--- config.mk ---
export PLATFORM = sky130hd
export DESIGN_NAME = msb_period_meter
export DESIGN_NICKNAME = d
export VERILOG_FILES = /design/src/rtl/msb_period_meter_pkg.sv /design/src/rtl/bit_sync_edge.sv /design/src/rtl/msb_period_meter.sv
export SDC_FILE = /design/constraint.sdc
export NUM_CORES = 1
export LEC_CHECK = 0
export CAP_MARGIN = 20
export CORE_MARGIN = 3
export CORE_UTILIZATION = 55
export DETAILED_ROUTE_END_ITERATION = 8
export PLACE_DENSITY_LB_ADDON = 0.3
export SYNTH_ARGS = -nofsm -noshare
export SYNTH_HDL_FRONTEND = slang
export SYNTH_SLANG_ARGS = --single-unit
--- constraint.sdc ---
create_clock -name clk -period 5.59 [get_ports clk]
set_input_delay 1.3975 -clock clk [delete_from_list [all_inputs] [get_ports clk]]
set_output_delay 1.3975 -clock clk [all_outputs]
set_load 0.005 [all_outputs]
--- src/rtl/msb_period_meter_pkg.sv ---
`default_nettype none
// ============================================================================
// Module : msb_period_meter_pkg
// Purpose: Shared types and default sizes for the MSB period meter.
//          Holds the measurement state encoding and the default counter and
//          synchroniser sizes used by msb_period_meter and bit_sync_edge.
// Ports  : none (package)
// Rev    : 1.0  initial release
// ============================================================================
package msb_period_meter_pkg;

    localparam int c_DEFAULT_CNT_WIDTH   = 16;
    localparam int c_DEFAULT_SYNC_STAGES = 2;

    typedef enum logic [0:0] {
        ST_IDLE    = 1'b0,
        ST_MEASURE = 1'b1
    } state_t;

endpackage : msb_period_meter_pkg
`default_nettype wire

--- src/rtl/bit_sync_edge.sv ---
`default_nettype none
// ============================================================================
// Module : bit_sync_edge
// Purpose: Brings an asynchronous single-bit signal into the clk domain and
//          produces a one-cycle pulse on each synchronised rising edge.
// Ports  : clk     in  system clock
//          rst     in  asynchronous active-high reset (clears all flops)
//          async_i in  asynchronous input bit
//          sync_o  out synchronised level (last synchroniser stage)
//          rise_o  out single-cycle pulse, sync_o rose this cycle
// Rev    : 1.0  initial release
// ============================================================================
module bit_sync_edge
    import msb_period_meter_pkg::*;
#(
    parameter int SYNC_STAGES = c_DEFAULT_SYNC_STAGES
) (
    input  logic clk,
    input  logic rst,
    input  logic async_i,
    output logic sync_o,
    output logic rise_o
);

    logic [SYNC_STAGES-1:0] sync_chain_q;
    logic                   sync_dly_q;

    always_ff @(posedge clk or posedge rst) begin
        if (rst) begin
            sync_chain_q <= '0;
            sync_dly_q   <= 1'b0;
        end else begin
            sync_chain_q <= {sync_chain_q[SYNC_STAGES-2:0], async_i};
            sync_dly_q   <= sync_chain_q[SYNC_STAGES-1];
        end
    end

    assign sync_o = sync_chain_q[SYNC_STAGES-1];
    // Compare against the one-cycle-delayed copy so each edge yields one pulse.
    assign rise_o = sync_chain_q[SYNC_STAGES-1] & ~sync_dly_q;

endmodule : bit_sync_edge
`default_nettype wire

--- src/rtl/msb_period_meter.sv ---
`default_nettype none
// ============================================================================
// Module : msb_period_meter
// Purpose: Measures the period (in clk cycles) of a square wave on sig_in
//          between consecutive synchronised rising edges and presents each
//          result on a valid/ready port with saturation and overrun flags.
//          Optional build macro MSB_PERIOD_METER_DUTY_EN adds a high-time
//          counter reported on high_o; without it high_o is tied to 0.
// Ports  : clk           in  system clock
//          rst           in  asynchronous active-high reset
//          sig_in        in  measured signal (asynchronous)
//          enable        in  1 = measure, 0 = abort and idle
//          clear         in  drop pending result, clear overrun, idle
//          period_o      out measured period
//          period_sat    out period saturated at all-ones
//          period_valid  out result pending
//          period_ready  in  consumer accepts on valid && ready
//          overrun       out sticky: a completed result was discarded
//          high_o        out high time of the reported period
// Rev    : 1.0  initial release
// ============================================================================
module msb_period_meter
    import msb_period_meter_pkg::*;
#(
    parameter int CNT_WIDTH   = c_DEFAULT_CNT_WIDTH,
    parameter int SYNC_STAGES = c_DEFAULT_SYNC_STAGES
) (
    input  logic                 clk,
    input  logic                 rst,
    input  logic                 sig_in,
    input  logic                 enable,
    input  logic                 clear,
    output logic [CNT_WIDTH-1:0] period_o,
    output logic                 period_sat,
    output logic                 period_valid,
    input  logic                 period_ready,
    output logic                 overrun,
    output logic [CNT_WIDTH-1:0] high_o
);

    localparam logic [CNT_WIDTH-1:0] c_CNT_MAX = '1;
    localparam logic [CNT_WIDTH-1:0] c_CNT_ONE = {{(CNT_WIDTH-1){1'b0}}, 1'b1};

    logic w_sync;
    logic w_rise;

    bit_sync_edge #(
        .SYNC_STAGES (SYNC_STAGES)
    ) u_sync (
        .clk     (clk),
        .rst     (rst),
        .async_i (sig_in),
        .sync_o  (w_sync),
        .rise_o  (w_rise)
    );

    state_t               state_q, state_d;
    logic [CNT_WIDTH-1:0] cnt_q, cnt_d;
    logic                 flag_q, flag_d;
    logic [CNT_WIDTH-1:0] period_q, period_d;
    logic                 psat_q, psat_d;
    logic                 valid_q, valid_d;
    logic                 overrun_q, overrun_d;
    logic                 w_complete;
    logic                 w_load;

    // ------------------------------------------------------------------
    // Measurement FSM and saturating period counter
    // ------------------------------------------------------------------
    always_comb begin
        state_d    = state_q;
        cnt_d      = cnt_q;
        flag_d     = flag_q;
        w_complete = 1'b0;
        // clear outranks enable, and both outrank any edge this cycle.
        if (clear || !enable) begin
            state_d = ST_IDLE;
            cnt_d   = '0;
            flag_d  = 1'b0;
        end else begin
            case (state_q)
                ST_IDLE: begin
                    cnt_d  = '0;
                    flag_d = 1'b0;
                    if (w_rise) begin
                        state_d = ST_MEASURE;
                        cnt_d   = c_CNT_ONE;
                    end
                end
                ST_MEASURE: begin
                    if (w_rise) begin
                        w_complete = 1'b1;
                        cnt_d      = c_CNT_ONE;
                        flag_d     = 1'b0;
                    end else begin
                        if (cnt_q != c_CNT_MAX) begin
                            cnt_d = cnt_q + c_CNT_ONE;
                        end
                        flag_d = flag_q | (cnt_d == c_CNT_MAX);
                    end
                end
                default: begin
                    state_d = ST_IDLE;
                    cnt_d   = '0;
                    flag_d  = 1'b0;
                end
            endcase
        end
    end

    // ------------------------------------------------------------------
    // Result register and handshake. A completion may load in the same
    // cycle the previous result is accepted; otherwise a held result is
    // protected and the newcomer is dropped with overrun set.
    // ------------------------------------------------------------------
    assign w_load = w_complete & (~valid_q | period_ready);

    always_comb begin
        period_d  = period_q;
        psat_d    = psat_q;
        valid_d   = valid_q;
        overrun_d = overrun_q;
        if (clear) begin
            valid_d   = 1'b0;
            overrun_d = 1'b0;
        end else if (w_complete) begin
            if (w_load) begin
                period_d = cnt_q;
                psat_d   = flag_q;
                valid_d  = 1'b1;
            end else begin
                overrun_d = 1'b1;
            end
        end else if (valid_q && period_ready) begin
            valid_d = 1'b0;
        end
    end

    always_ff @(posedge clk or posedge rst) begin
        if (rst) begin
            state_q   <= ST_IDLE;
            cnt_q     <= '0;
            flag_q    <= 1'b0;
            period_q  <= '0;
            psat_q    <= 1'b0;
            valid_q   <= 1'b0;
            overrun_q <= 1'b0;
        end else begin
            state_q   <= state_d;
            cnt_q     <= cnt_d;
            flag_q    <= flag_d;
            period_q  <= period_d;
            psat_q    <= psat_d;
            valid_q   <= valid_d;
            overrun_q <= overrun_d;
        end
    end

    assign period_o     = period_q;
    assign period_sat   = psat_q;
    assign period_valid = valid_q;
    assign overrun      = overrun_q;

`ifdef MSB_PERIOD_METER_DUTY_EN
    // ------------------------------------------------------------------
    // High-time counter: the rise cycle itself is the first high cycle.
    // ------------------------------------------------------------------
    logic [CNT_WIDTH-1:0] hcnt_q, hcnt_d;
    logic [CNT_WIDTH-1:0] high_q, high_d;

    always_comb begin
        hcnt_d = hcnt_q;
        high_d = high_q;
        if (clear || !enable) begin
            hcnt_d = '0;
        end else if (w_rise) begin
            hcnt_d = c_CNT_ONE;
        end else if (state_q == ST_IDLE) begin
            hcnt_d = '0;
        end else if (w_sync && (hcnt_q != c_CNT_MAX)) begin
            hcnt_d = hcnt_q + c_CNT_ONE;
        end
        if (!clear && w_load) begin
            high_d = hcnt_q;
        end
    end

    always_ff @(posedge clk or posedge rst) begin
        if (rst) begin
            hcnt_q <= '0;
            high_q <= '0;
        end else begin
            hcnt_q <= hcnt_d;
            high_q <= high_d;
        end
    end

    assign high_o = high_q;
`else
    // Level output is only needed by the high-time counter.
    logic w_unused_sync;
    assign w_unused_sync = w_sync;
    assign high_o        = '0;
`endif

endmodule : msb_period_meter
`default_nettype wire
After elaboration in Yosys (flattened, before gate mapping)
Index checks and enable logic that the tools add are counted. W data, S select, Z words.

Output and inout port bits: 35. Input port bits: 6. Logic and storage cells: 53. Register bits after elaboration: 40.

Add/sub/neg operators: 1. Mux-type cells: 23. Reduce and logical (&&, ||, !) cells: 8. Eq/ne operators: 4. Bitwise logic cells: 8.

Operators by type and width (count): $mux W16 (6); $pmux W16 S2 (1); $add A16 B1 Y16 const B (1); $eq A16 B16 Y1 const B (1); $ne A16 B16 Y1 const B (1); $mux W1 (15); $not A1 Y1 (4); $reduce_and A2 Y1 (2); $ne A3 B2 Y1 const B (1); $reduce_and A3 Y1 (1); $reduce_bool A3 Y1 (1); $and A1 B1 Y1 (2); $ne A2 B2 Y1 const B (1); $or A1 B1 Y1 (2); $pmux W1 S2 (1); $reduce_bool A2 Y1 (1); $logic_and A1 B1 Y1 (1); $logic_not A1 Y1 (1); $logic_or A1 B1 Y1 (1).

Depth between registers and ports, before layout
Gate-level depths: netlist (run 1).

Depth after elaboration: 10. Depth in mapped cells: 8. Depth with buffers taken out: 7.

Hierarchy
Synthesis (run 1) repeated with hierarchy kept, for this count alone.

Cell total of the unflattened synthesis: 189. Area, all modules: 2045.7 sq um.

Modules (own cells, without submodules): msb_period_meter (sequential area each 925.9 sq um, times used 1, cells each 184, area an instance 1953.1 sq um); bit_sync_edge (sequential area each 75.1 sq um, times used 1, cells each 5, area an instance 92.6 sq um).

Worst setup path before layout (run 1)
OpenSTA, ideal clock, no wires.

Kind: input to register. Start point: in enable. End point: reg period_q[0] (netlist: period_o[0]). Cell stages on the path: 5. Path buffers: 1. Path slack: 2.591 ns. Data required time: 5.465 ns. Data arrival time: 2.875 ns. Library setup time: 0.125 ns. Cell sequence: nor2b_1 > nand3_1 > nor2_1 > clkbuf_1 > mux2_2.

Word-level cells in the longest chain between the ends: 5.

RTL lines: from (decl) (RTL line msb_period_meter.sv:31) `input logic enable,`; $logic_not A1 Y1 (*) (RTL line msb_period_meter.sv:76) `if (clear || !enable) begin`; $logic_or A1 B1 Y1 (*) (RTL line msb_period_meter.sv:76); $mux W1 (*) (RTL line msb_period_meter.sv:76); $and A1 B1 Y1 (RTL line msb_period_meter.sv:116) `assign w_load = w_complete & (~valid_q | period_ready);`; $reduce_and A3 Y1 (no source line) (*); to (signal assigned) (RTL line msb_period_meter.sv:152) `period_q <= period_d;`; to (decl) (RTL line msb_period_meter.sv:60) `logic [CNT_WIDTH-1:0] period_q, period_d;`.

Every way passes the cells marked *; elsewhere a longest branch is shown, timed or not. A chain may end at the register's enable or synchronous reset.

Worst setup path in the final report (run 1)
Start point: in enable. End point: reg flag_q.

Word-level cells in the longest chain between the ends: 3.

RTL lines: $logic_not A1 Y1 (RTL line msb_period_meter.sv:76); $logic_or A1 B1 Y1 (RTL line msb_period_meter.sv:76); $mux W1 (RTL line msb_period_meter.sv:76); named net flag_d (RTL line msb_period_meter.sv:59) `logic flag_q, flag_d;`; to (signal assigned) (RTL line msb_period_meter.sv:151) `flag_q <= flag_d;`; to (decl) (RTL line msb_period_meter.sv:59).

The timed path passes the listed nets, and every way through them passes these cells.

==> flow_summary.toml, run 1 <==
[run_status]
status = "complete, no violations"

[critical_path]
critPathMaxFanout = 14
required_ps = 5880
cp-end-kind = "flop"
startpoint_type = "input port"
critical_path_class = "input port to flop"
cp.arrival_ps = 3160

[timing]
setup_viol = 0
rsz0062_at_grt = "false"
finalCriticalPeriod_ps = 2870
whs_ps = 360
fin_crit_sh_pct = 51.3
slew_headroom_pct = 54.2
final_hold_viol_count = 0
skew_ps = 7.78
worst_pin_slew_ps = 678
finalSetupTns_ps = 0
max_freq_mhz = 349
finalMaxSlewViolations = 0

[clocking]
cts_buffers = 5
clk_pin_slew_ps = 110
htree_num_levels = 2
cts.sinks = 40
postCtsSetupRepairBufs = 0
clk_path_buf_depth = 2
cts_tree = "done"
clock_latency_ps = 360
root_buffer = "clkbuf_4"
hold_buffers = 0
ctsResizeCount = 0

[route]
route.detailed.drc = 0
vias = 1445
drt_pass1_iterations = 4
drtAntennaViolNets = 0
drt-initial-drc-count = 92
wl_um = 3710
drt-vias-per-instance = 5.58
wl_per_cell_um = 14.3

[floorplan]
core_area_um2 = 3420
die_x_um = 66.4
dieArea_um2 = 4410
rows = 21
die-height_um = 66.4
io_pins = 41
initial_core_util_pct = 58.7

[placement]
place.gp.congestion = 0.954
dp_hpwl_um = 2660
port_buffers = 24
dpl_cell_area_um2 = 2220

[global_routing]
antenna_found_initial = 0
grtUsageTotal_pct = 19.4
overflow = 0
grt_start_max_net_pins = 41
grt_pass1_vias = 1349
grt_first_pass_wirelength_um = 6350

[finish]
seq_area_um2 = 1000
nNetsFinal = 220
fillCellCount = 281
area_growth_pct = 12.8
multi_input_area_um2 = 887
antenna_cells = 0
fin_util_pct = 66.2
final_area_um2 = 2260
drive_gt1_share_pct = 13.6

[logic_synthesis]
synth_seq_cells = 40
ys_seq_area_share_pct = 49.9
netlist_area_um2 = 2010
yosys.cell_types.count = 41
synth_area_per_cell_um2 = 10.7
synthCells = 187
yosys_warnings = 0

[flow_run]
maxCapViolations = 0

[power_and_ir_drop]
p_leak_nw = 0.984
ir_drop_uv = 120
power_density_nw_per_um2 = 195
power_mw = 0.442

[worst_hold_path]
hp-class = "flop to flop"
## cell usage in the layout (no fill, tap or decap), types with 2 or more instances in the layout
| cell type | instances |
|---|---|
| and4_1 | 2 |
| nor3_1 | 2 |
| conb_1 | 16 |
| inv_1 | 4 |
| nand4_1 | 5 |
| nor2b_1 | 4 |
| buf_4 | 2 |
| a31oi_1 | 3 |
| clkbuf_4 | 5 |
| and2_1 | 5 |
| xnor2_1 | 4 |
| nand2_1 | 17 |
| mux2i_1 | 4 |
| nor2_1 | 11 |
| nor4_1 | 3 |
| o21ai_0 | 3 |
| or3_2 | 2 |
| nand2b_1 | 2 |
| and3_1 | 2 |
| mux2_2 | 17 |
| a21oi_1 | 7 |
| dfrtp_1 | 40 |
| clkdlybuf4s50_1 | 24 |
| nand3_1 | 8 |
| xor2_1 | 4 |
## where the power goes
group	total (mW)	leakage [nW]	switching, mW	internal [mW]
Sequential	0.292	0.551	0.00132	0.291
Combinational	0.0164	0.405	0.0107	0.00571
Clock	0.133	0.0281	0.0872	0.0463
## through the flow
stage / std cells / worst slack [ps]
after floorplan: 202 / 2590
after global placement: 252 / 2470
after detailed placement: 252 / 2360
after CTS: 259 / 2730
after global routing: 259 / 2600
final: 259 / 2720
## synth_stat cells
cell	number	area share, %
nand3b_1	1	0.37
mux2_2	17	9.5
and2_1	5	1.6
a22o_1	1	0.44
a22oi_1	1	0.37
or4_1	1	0.37
clkbuf_1	2	0.37
xor2_1	4	1.7
nand2_1	17	3.2
o22ai_1	1	0.31
a211o_1	1	0.44
conb_1	1	0.19
a211oi_1	1	0.37
or3_2	2	0.75
and3_1	2	0.62
o21ai_0	3	0.75
nor4_1	3	0.94
inv_1	4	0.75
nand4_2	1	0.62
and4_1	2	0.87
nand2b_1	2	0.62
nor3_1	2	0.50
a21oi_1	7	1.7
buf_4	18	6.7
mux2i_1	4	2.0
nand3_1	8	2.0
a41oi_1	1	0.44
nand4_1	5	1.6
xnor2_1	4	1.7
a31oi_1	3	0.94
nor4b_2	1	0.75
dfrtp_1	40	50
maj3_1	1	0.50
o21a_1	1	0.37
nor2b_1	4	1.2
o22a_1	1	0.44
buf_6	1	0.56
buf_2	1	0.25
ha_1	1	0.62
o311ai_0	1	0.44
nor2_1	11	2.1
## registers in the layout, indices dropped and copies added, names as in the netlist
name                 cells
cnt_q                   16
period_sat               1
period_valid             1
state_q                  1
flag_q                   1
u_sync.sync_chain_q      2
u_sync.sync_dly_q        1
period_o                16
overrun                  1
## per-layer routing
metal	wire length (µm)	track usage (%)	part of all wire, %
met5	0	0	0
met4	75	8.12	2.0
met3	254	5.78	6.9
met2	1800	30.5	49
met1	1570	24.9	42
## final timing paths
path	slack [ps]	startpoint	cells after the start	end
setup / recovery	2720	enable	5	flag_q
hold / removal	360	u_sync.sync_chain_q[0]	0	u_sync.sync_chain_q[1]
setup reg to reg	3150	cnt_q[0]	7	flag_q
hold reg to reg	360	u_sync.sync_chain_q[0]	0	u_sync.sync_chain_q[1]
max in group asynchronous	3810	rst	3	period_o[4]
min in group asynchronous	1450	rst	3	u_sync.sync_chain_q[1]
## layout make-up
| type | instances | area share, % |
|---|---|---|
| Clock buffer | 6 | 1.83 |
| Clock inverter | 1 | 0.221 |
| Inverter | 4 | 0.664 |
| Multi-Input combinational cell | 136 | 39.2 |
| Sequential cell | 40 | 44.2 |
| Tap cell | 46 | 2.54 |
| Timing Repair Buffer | 26 | 11.3 |
## worst max-delay path, cell delays in order
cell	delay, ps
clkdlybuf4s50_1	440
nor2b_1	270
nand3b_1	460
nor4_1	420
a22o_1	180
## kinds of logic after synthesis
group | share of synthesized area (%)
AND/OR/NAND/NOR | 18.0
AO/OA/AOI/OAI | 7.05
flip-flops | 49.9
multiplexers | 11.5
XOR/XNOR | 3.49
other | 0.187
buffers and inverters | 8.67
adder cells (fa/ha/maj) | 1.12
No activity file was read; power rests on OpenSTA's default activity.
==> run 2, diff against run 1 <==
CORE_UTILIZATION = 51   (was 55)
clock period = 2.85 ns   (was 5.59 ns; I/O delays follow)
==> run 2 against run 1 <==
Against the previous run: clock power rose by 150%; first-iteration DRC count fell by 18%; critical path depth rose by 2; sequential share of layout area fell by 0.63 points; final area rose by 1.4%; global-route usage rose by 0.054 points; largest cell class unchanged; wire length rose by 4.0%.
==> flow_summary.toml, run 2 (synthesis gave the netlist of run 1 again) <==
[run_status]
status = "complete, no violations"

[global_routing]
grt_pass1_vias = 1456
antenna_found_initial = 0
overflow = 0
grt_start_max_net_pins = 41
grtUsageTotal_pct = 19.5
grt_first_pass_wirelength_um = 6730

[timing]
final_hold_viol_count = 0
setup_viol = 0
fin_crit_sh_pct = 86.6
max_freq_mhz = 405
finalSetupTns_ps = 0
finalMaxSlewViolations = 0
worst_pin_slew_ps = 646
rsz0062_at_grt = "false"
skew_ps = 5.45
slew_headroom_pct = 56.4
finalCriticalPeriod_ps = 2470

[critical_path]
ff2ff_path_depth = 7
critPathMaxFanout = 7
slowest_stage = "or4_1"
startpoint_type = "flop"
critPathMaxStageDelay_ps = 600
cp_cell_sequence = "ha_1 > nand2_1 > or4_1 > xor2_1 > o22a_1 > nor4b_2 > a22o_1"
r2r-start = "cnt_q[0]"
critical_path_class = "flop to flop"
r2r_end = "flag_q"
regToRegSetupSlack_ps = 380
required_ps = 3080
cp-end-kind = "flop"
cp.arrival_ps = 2690

[placement]
dpl.cell_count = 255
place.gp.congestion = 0.895
dp_hpwl_um = 2720
port_buffers = 24

[clocking]
ctsResizeCount = 0
clk_path_buf_depth = 2
hold_buffers = 0
cts_buffers = 5
clk_pin_slew_ps = 70
cts.sinks = 40
root_buffer = "clkbuf_8"
cts_tree = "done"
postCtsSetupRepairBufs = 0
htree_num_levels = 2
clock_latency_ps = 290

[power_and_ir_drop]
power_density_nw_per_um2 = 408
power_mw = 0.936
ir_drop_uv = 249
p_leak_nw = 0.996

[route]
wl_um = 3850
drtAntennaViolNets = 0
vias = 1460
drt_pass1_iterations = 4
drt-vias-per-instance = 5.62
drt-initial-drc-count = 75
wl_per_cell_um = 14.8
route.detailed.drc = 0

[finish]
antenna_cells = 0
nNetsFinal = 221
fin_util_pct = 61.8
drive_gt1_share_pct = 13.7
final_cell_mix = "dfrtp_1, clkdlybuf4s50_1, mux2_2, nand2_1, conb_1"
final_cells = 260
layout_commonest_cell = "dfrtp_1"
area_growth_pct = 14.4

[worst_hold_path]
min_to = "u_sync.sync_chain_q[1]"
min_from = "u_sync.sync_chain_q[0]"
worstHoldPathCells = 0
hp-class = "flop to flop"

[floorplan]
core_area_um2 = 3720
initial_core_util_pct = 54.0
dieArea_um2 = 4720
rows = 22
die_x_um = 68.7
io_pins = 41
die-height_um = 68.7

[flow_run]
maxCapViolations = 0
## run 2: cell types whose count changed in the layout (fill, tap and decap cells not counted), sizes merged
cell / change
buf: +1
clkbuf: -1
clkinv: -1
## run 2: metrics by stage
step	worst slack [ps]	hold WS, ps	cell area, µm²
global placement	441	345	2230
floorplan	536	331	2060
CTS	387	363	2290
global route	235	370	2290
detailed placement	409	338	2230
finish	383	361	2290
## run 2: how the worst max path moves through the flow
stage                     startpoint     endpoint  cells past startpoint
after global routing        cnt_q[0]       flag_q                      7
after global placement      cnt_q[0]       flag_q                      7
after detailed placement      enable  period_o[1]                      6
after floorplan               enable  period_o[0]                      5
final                       cnt_q[0]       flag_q                      7
after CTS                   cnt_q[0]       flag_q                      7
## run 2: routing by layer
| layer | vias up | part of all wire, % | global-route usage, % |
|---|---|---|---|
| li1 | 678 | - | - |
| met1 | 710 | 43 | 23.8 |
| met2 | 60 | 48 | 32.5 |
| met3 | 12 | 6.6 | 3.57 |
| met4 | 0 | 3.0 | 10.5 |
| met5 | - | 0 | 0 |
## run 2: cell type report
class / instances / area (µm²)
Fill cell: 322 / 1420
Timing Repair Buffer: 27 / 263
Sequential cell: 40 / 1000
Clock buffer: 5 / 68.8
Multi-Input combinational cell: 136 / 887
Inverter: 4 / 15.0
Tap cell: 48 / 60.1
## run 2: critical path: cells and delay by family (launching register included)
kind                       cells  cell delay [ps]
and+or+nand+nor                3             1020
xor gates and xnor gates       1              190
adders and majority gates      1              320
AOI/OAI and AO/OA              2              380
DFF                            1              490
## run 2: power by group
group	switching, mW	internal (mW)
combinational	0.0216	0.0114
clock	0.172	0.157
sequential	0.00271	0.571
==> run 3, diff against run 2 <==
CORE_ASPECT_RATIO = 1.25   (was unset)
==> run 3 against run 2 <==
Against the previous run: setup slack better by 87 ps; core utilization increased by 2.6 points; power grew 13%; final cell count rose by 2.7%; clock skew is 0.96 ps lower; fmax increased by 3.7%; die area increased by 0.10%; wire length rose by 3.0%; final area up 1.9%; register-to-register slack better by 90 ps; critical path type unchanged.
==> flow_summary.toml, run 3 (synthesis gave the netlist of run 1 again) <==
[global_routing]
antenna_found_initial = 0
grt_start_max_net_pins = 41
grt_pass1_vias = 1491
grtUsageTotal_pct = 19.5
grt_first_pass_wirelength_um = 6910
overflow = 0

[finish]
nNetsFinal = 221
final_cell_mix = "dfrtp_1, clkdlybuf4s50_1, mux2_2, nand2_1, conb_1"
antenna_cells = 0
multi_input_area_um2 = 887
fin_util_pct = 64.4
seq_area_um2 = 1000
drive_gt1_share_pct = 14.4
layout_commonest_cell = "dfrtp_1"
area_growth_pct = 16.6
fillCellCount = 291

[power_and_ir_drop]
p_leak_nw = 1.02
ir_drop_uv = 417
power_density_nw_per_um2 = 451

[clocking]
clk_pin_slew_ps = 70
clock_latency_ps = 290
clk_path_buf_depth = 2
hold_buffers = 0
htree_num_levels = 2
cts.sinks = 40
ctsResizeCount = 0
cts_tree = "done"
postCtsSetupRepairBufs = 0
root_buffer = "clkbuf_8"
cts_buffers = 5

[critical_path]
critical_path_class = "flop to flop"
r2r_end = "flag_q"
regToRegSetupSlack_ps = 470
critPathMaxFanout = 7
cp-end-kind = "flop"
ff2ff_path_depth = 7
cp.arrival_ps = 2610
required_ps = 3080
r2r-start = "cnt_q[0]"
startpoint_type = "flop"

[route]
vias = 1478
wl_um = 3970
drt-initial-drc-count = 100
drtAntennaViolNets = 0
drt_pass1_iterations = 4
route.detailed.drc = 0
drt-vias-per-instance = 5.54
wl_per_cell_um = 14.9

[timing]
setup_viol = 0
slew_headroom_pct = 52.0
finalMaxSlewViolations = 0
finalSetupTns_ps = 0
worst_pin_slew_ps = 711
final_hold_viol_count = 0
finalCriticalPeriod_ps = 2380
rsz0062_at_grt = "false"
fin_crit_sh_pct = 83.5
skew_ps = 4.49
max_freq_mhz = 420
whs_ps = 356

[floorplan]
initial_core_util_pct = 55.2
core_area_um2 = 3630
die_x_um = 62.1
io_pins = 41
dieArea_um2 = 4730
rows = 24
die-height_um = 76.1

[run_status]
status = "complete, no violations"

[placement]
place.gp.congestion = 0.892
dp_hpwl_um = 2990
port_buffers = 24

[worst_hold_path]
hp-class = "flop to flop"
min_to = "u_sync.sync_chain_q[1]"
worstHoldPathCells = 0
min_from = "u_sync.sync_chain_q[0]"

[flow_run]
maxCapViolations = 0
==> run 3: changes by cell type in the layout (fill, tap and decap cells not counted), sizes merged <==
cell and delta:
bufinv +1, clkbuf +1, clkinv +1
==> run 3: final cells by class <==
cell class                 count  share of cell area (%)
clock inverter                 2                    1.50
tap                           52                    2.78
timing repair buffer          27                    11.2
multi-input combinational    136                    37.9
inverter                       4                   0.642
clock buffer                   6                    3.10
sequential                    40                    42.8
==> run 3: worst max-delay path, stage by stage, from the launching register on <==
cell      delay (ps)
dfrtp_1          470
ha_1             290
nand2_1          120
o311ai_0         660
o21ai_0          230
a21oi_1          200
nor4b_2          210
a22o_1           160
==> run 3: per-layer routing <==
metal | up-vias | wire [µm] | global-route usage (%)
met5 | - | 0 | 0
met1 | 710 | 1610 | 23.8
met2 | 68 | 1970 | 31.1
met4 | 0 | 126 | 7.22
li1 | 681 | - | -
met3 | 19 | 259 | 6.27
==> run 3: worst max path at each step <==
| stage | slack (ps) | depth (start not counted) | to | start |
|---|---|---|---|---|
| after floorplan | 540 | 5 | period_o[0] | enable |
| after global placement | 450 | 6 | period_o[15] | enable |
| after detailed placement | 360 | 6 | period_o[0] | enable |
| after CTS | 500 | 7 | flag_q | cnt_q[0] |
| after global routing | 200 | 7 | flag_q | cnt_q[0] |
| final | 470 | 7 | flag_q | cnt_q[0] |
==> run 3: through the flow <==
| step | total power, mW | setup slack [ps] | cells | cell area (µm²) |
|---|---|---|---|---|
| floorplan | 0.619 | 536 | 202 | 2060 |
| global placement | 0.617 | 453 | 259 | 2230 |
| detailed placement | 0.618 | 359 | 259 | 2230 |
| CTS | 1.07 | 497 | 267 | 2340 |
| global route | 1.10 | 196 | 267 | 2340 |
| finish | 1.06 | 470 | 267 | 2340 |
==> run 3: report_power, final <==
group | internal (mW) | switching [mW]
Sequential | 0.571 | 0.00259
Combinational | 0.0114 | 0.0214
Clock | 0.260 | 0.190
Total | 0.842 | 0.214
